### src/rtl/bin2bcd_pkg.sv
// Shared types and helpers for the sequential binary-to-BCD converter.
package bin2bcd_pkg;

  typedef enum logic [1:0] {
    ST_IDLE,
    ST_SHIFT,
    ST_DONE
  } state_t;

  // Minimum BCD digit count for an unsigned value of 'width' bits:
  // the number of decimal digits in 2^width - 1.
  function automatic int unsigned bcd_digits(input int unsigned width);
    logic [63:0] v;
    int unsigned n;
    v = (64'd1 << width) - 64'd1;
    n = 0;
    for (int unsigned i = 0; i < 20; i++) begin
      if (v != 64'd0) begin
        v = v / 64'd10;
        n++;
      end
    end
    if (n == 0) n = 1;
    return n;
  endfunction

endpackage

### src/rtl/bcd_add3.sv
// Double-dabble digit correction: add 3 to any digit of 5 or more.
module bcd_add3 (
  input  logic [3:0] i_din,
  output logic [3:0] o_dout
);

  // Correct one BCD digit ahead of the left shift
  always_comb o_dout = (i_din >= 4'd5) ? i_din + 4'd3 : i_din;

endmodule

### src/rtl/bin2bcd_seq.sv
// Sequential binary-to-BCD converter (shift-and-add-3), one bit per cycle,
// with valid/ready handshakes on both sides and optional signed input.
module bin2bcd_seq
  import bin2bcd_pkg::*;
#(
  parameter int unsigned WIDTH  = 8,
  parameter int unsigned DIGITS = 3,
  parameter bit          SIGNED = 1'b0
) (
  input  logic                  clk,
  input  logic                  rst_n,
  input  logic                  in_valid,
  output logic                  in_ready,
  input  logic [WIDTH-1:0]      binary,
  output logic                  out_valid,
  input  logic                  out_ready,
  output logic [4*DIGITS-1:0]   bcd,
  output logic                  sign,
  output logic                  busy
);

  localparam int unsigned CW = $clog2(WIDTH + 1);

  if (WIDTH < 2 || WIDTH > 32) begin : g_bad_width
    $error("bin2bcd_seq: WIDTH must be in 2..32");
  end
  if (DIGITS < bcd_digits(WIDTH)) begin : g_bad_digits
    $error("bin2bcd_seq: DIGITS too small for WIDTH");
  end

  state_t              r_state;
  state_t              w_next;
  logic [CW-1:0]       r_cnt;
  logic [WIDTH-1:0]    r_shift;
  logic [4*DIGITS-1:0] r_dig;
  logic [4*DIGITS-1:0] r_bcd;
  logic                r_sign;
  logic                r_neg;
  logic [4*DIGITS-1:0] w_adj;
  logic [WIDTH-1:0]    w_mag;
  logic                w_neg;
  logic                w_in_ready;
  logic                w_accept;

  for (genvar g = 0; g < DIGITS; g++) begin : g_add3
    bcd_add3 u_add3 (
      .i_din  (r_dig[4*g +: 4]),
      .o_dout (w_adj[4*g +: 4])
    );
  end

  // Magnitude and sign of the offered word
  always_comb begin
    w_neg = (SIGNED != 1'b0) && binary[WIDTH-1];
    w_mag = w_neg ? -binary : binary;
  end

  // Next-state, handshake and status outputs
  always_comb begin
    w_next = r_state;
    case (r_state)
      ST_IDLE:  if (in_valid) w_next = ST_SHIFT;
      ST_SHIFT: if (r_cnt == CW'(WIDTH)) w_next = ST_DONE;
      ST_DONE:  if (out_ready) w_next = in_valid ? ST_SHIFT : ST_IDLE;
      default:  w_next = ST_IDLE;
    endcase
    w_in_ready = (r_state == ST_IDLE) || ((r_state == ST_DONE) && out_ready);
    w_accept   = w_in_ready && in_valid;
    in_ready   = w_in_ready;
    out_valid  = (r_state == ST_DONE);
    busy       = (r_state == ST_SHIFT);
    bcd        = r_bcd;
    sign       = r_sign;
  end

  // State register and datapath. Counter values 0..WIDTH-1 perform the
  // shifts; the final count publishes digits and sign together, so the
  // outputs never show a half-converted word and stay put between results.
  always_ff @(posedge clk or negedge rst_n) begin
    if (!rst_n) begin
      r_state <= ST_IDLE;
      r_cnt   <= '0;
      r_shift <= '0;
      r_dig   <= '0;
      r_bcd   <= '0;
      r_sign  <= 1'b0;
      r_neg   <= 1'b0;
    end else begin
      r_state <= w_next;
      if (w_accept) begin
        r_shift <= w_mag;
        r_dig   <= '0;
        r_cnt   <= '0;
        r_neg   <= w_neg;
      end else if (r_state == ST_SHIFT) begin
        if (r_cnt == CW'(WIDTH)) begin
          r_bcd  <= r_dig;
          r_sign <= r_neg;
        end else begin
          {r_dig, r_shift} <= {w_adj, r_shift} << 1;
          r_cnt            <= r_cnt + CW'(1);
        end
      end
    end
  end

endmodule

### config.mk
export PLATFORM = sky130hd
export DESIGN_NAME = bin2bcd_seq
export DESIGN_NICKNAME = d
export VERILOG_FILES = /design/src/rtl/bin2bcd_pkg.sv /design/src/rtl/bcd_add3.sv /design/src/rtl/bin2bcd_seq.sv
export SDC_FILE = /design/constraint.sdc
export NUM_CORES = 1
export LEC_CHECK = 0
export CELL_PAD_IN_SITES_DETAIL_PLACEMENT = 0
export CELL_PAD_IN_SITES_GLOBAL_PLACEMENT = 2
export CORE_ASPECT_RATIO = 0.6
export CORE_MARGIN = 10
export CORE_UTILIZATION = 30
export DETAILED_ROUTE_END_ITERATION = 8
export HOLD_SLACK_MARGIN = 0.15
export MAX_ROUTING_LAYER = met4
export PLACE_DENSITY = 0.77
export SETUP_SLACK_MARGIN = 0.02
export SYNTH_ARGS = -nofsm -noshare
export SYNTH_HDL_FRONTEND = slang
export SYNTH_SLANG_ARGS = --single-unit
### constraint.sdc
create_clock -name clk -period 3.17 [get_ports clk]
set_input_delay 0.317 -clock clk [delete_from_list [all_inputs] [get_ports clk]]
set_output_delay 0.317 -clock clk [all_outputs]
set_load 0.01 [all_outputs]
==> summary.md <==
| Metric | Value |
|---|---|
| Status | finished clean |
| Postcts setup bufs | 0 |
| CP endpoint kind | register |
| Die Ht | 80.18 um |
| Port Buf Inserts | 26 |
| Diodes inserted | 0 |
| Power per cell area | 1025 nW/um^2 |
| Area contributors post-synth | dfrtp_1, mux2_2, ha_1, nand2_1, a22oi_1 |
| Worst-margin pin slew | 0.8414 ns |
| CP arrival | 2.16 ns |
| Skew final | 0.007819 ns |
| Mapped Area | 1810 um^2 |
| GRT Util Overall | 8.516% |
| DP Cell Count | ~260 |
| Overall power | 2.291 mW |
| Die area | ~9600 um^2 |
| Max VDD drop | around 0.37 mV |
| Vias in the first global route | 1,328 |
| GP Congestion | between 0.6 and 0.7 |
| Die width | around 120 um |
| Vias | 1,232 |
| Unrepaired setup endpoints after global routing | false |
| CTS Root Cell | clkbuf_8 |
| Critical path required time | 3.34 ns |
| Slew Viols, Final | 0 |
| Worst skew pair latency | 0.28 ns |
| Initial DRC Count | 35 |
| Final Instance Count excl. Fillers | about 270 |
| Synth-to-Final Area Change | 23.50% |
| H-tree depth | 2 |
| First-pass GRT wire length | 6527 um |
| Cell variety after synth | 33 |
| #FFs+latches synth | 38 |
| Final core occ | 39.21% |
| Crit path launch type | register |
| Most frequent cells in the layout | dfrtp_1, clkdlybuf4s50_1, nand2_1 |
| Final ANT Viol Nets | 0 |
| Seq/Total Area, Yosys | between 50% and 60% |
| Maxcap violations | 0 |
| Yosys top cell area share | 52.52% |
| Crit path time final | 1.987 ns |
| Vias per cell | 4.649 |
| DR DRC count | 0 |
| Synthesized instance count | 156 |
| # nets final | 204 |
| Endpoints failing setup | 0 |
| Synth warn | 0 |
| Ports | 28 |
| Worst-path maximum fanout | 8 |
| Clock-pin slew on the worst setup and hold paths | 0.08 ns |
| Dominant cell type by area after synthesis | dfrtp_1 |
| Leakage | 1.066 nW |
| TritonCTS clock tree | done |
| Total gr overflow | 0 |
| DP Wirelength | 2798 um |
| Syn avg cell area | 11.61 um^2 |
| Max Root-Sink Buffers | 2 |
| DR pass1 iterations | 4 |
| Starting Density | 31.75% |
| Class of the worst hold path | in2async |
| Hold-fix buffers, CTS | 0 |
| Syn_nets | about 180 |
| Setup_tns | 0 ns |
| Layout cell share with drive strength beyond 1 | 13.51% |
| Period Utilization, post-route | 62.68% |
| Post-CTS sizing | 0 |
| Clk sink count | 38 |
| Routed WL | 3950 um |
| Most common cell after layout, fill and taps aside | dfrtp_1 |
| Core Region | 5702 um^2 |
| Worst setup path category | reg2reg |
| Worst slew margin | 43.91% |
| Initial antenna violation count | 0 |
| Routed len/inst | 14.91 um |
| Largest net degree at the start of global routing | 39 |
| Hold Vio Cnt, Final | 0 |
| F_max | 503.3 MHz |
| Core Rows | 21 |
| TritonCTS Buffers | 5 |
synthesized netlist by cell type, drive strengths merged:
master and count:
and3 1, nand3b 1, conb 1, buf 6
nor3b 2, a32o 3, nand4 1, mux2 12
nor2 5, a22o 4, a21o 4, xor2 2
nand3 1, nor2b 2, a21oi 6, o22ai 5
inv 11, ha 8, nor3 1, xnor2 3
and2 1, mux2i 3, nand2b 4, a22oi 7
o21ai 5, nand2 18, dfrtp 38, a32oi 1
power breakdown:
group	internal, mW	total, mW	switching (mW)	leakage, nW
sequential	0.696	0.862	0.166	0.486
combinational	0.511	1.03	0.518	0.528
clock	0.236	0.400	0.165	0.0524
routing by layer:
layer | up-vias | share of wire (%) | track usage [%]
met5 | - | 0 | -
li1 | 601 | - | -
met4 | 0 | 0.48 | 2.038
met2 | 25 | 42 | 12.31
met1 | 604 | 52 | 10.75
met3 | 2 | 5.6 | 3.631
critical path, stage by stage (launching register included):
cell	delay [ns]
dfrtp_1	0.43
inv_1	0.07
ha_1	0.21
nand3b_4	0.13
nor3_2	0.41
buf_4	0.27
mux2_2	0.35
registers in the layout, indices dropped and copies added (netlist names):
register / flops
r_shift: 8
bcd: 12
r_cnt: 4
r_state: 2
r_dig: 12
cell families (layout without fill, tap and decap cells):
family | count (synthesis) | in the layout | synth area share (%)
adder cells (fa/ha/maj) | 8 | 8 | 5.529
flip-flops | 38 | 38 | 52.52
buffers and inverters | 17 | 46 | 4.699
AND/OR/NAND/NOR | 37 | 37 | 11.06
multiplexers | 15 | 15 | 9.122
XOR/XNOR | 5 | 5 | 2.419
AO/OA/AOI/OAI | 35 | 35 | 14.44
other | 1 | 1 | 0.2071
per-stage QoR:
step	setup slack, ns	hold slack (ns)	cell area (um^2)
final	1.183	0.1252	2236
after global routing	1.011	0.1910	2236
after CTS	1.157	0.1615	2236
after detailed placement	1.185	0.4637	2130
after global placement	1.199	0.4618	2130
after floorplan	1.540	0.02141	1810
final timing paths:
check	start	endpoint	slack, ns	depth (start not counted)
worst min-delay path	rst_n	r_state[1]	0.13	1
min in group clk	r_shift[5]	r_shift[5]	0.48	2
worst max-delay path	r_cnt[0]	bcd[9]	1.18	6
worst min register to register	r_shift[5]	r_shift[5]	0.48	2
worst max register to register	r_cnt[0]	bcd[9]	1.18	6
max in group asynchronous	rst_n	r_dig[1]	2.50	1
layout make-up:
class                   count  area, um^2
well taps                  80       100.1
repair buffers             27       262.8
clock inverters             1       30.03
flip-flops and latches     38       950.9
clock buffers               7       76.32
inverters                  11       41.29
multi-input cells         101       774.5
fillers                   556        3466
(Power assumes the default switching activity.)
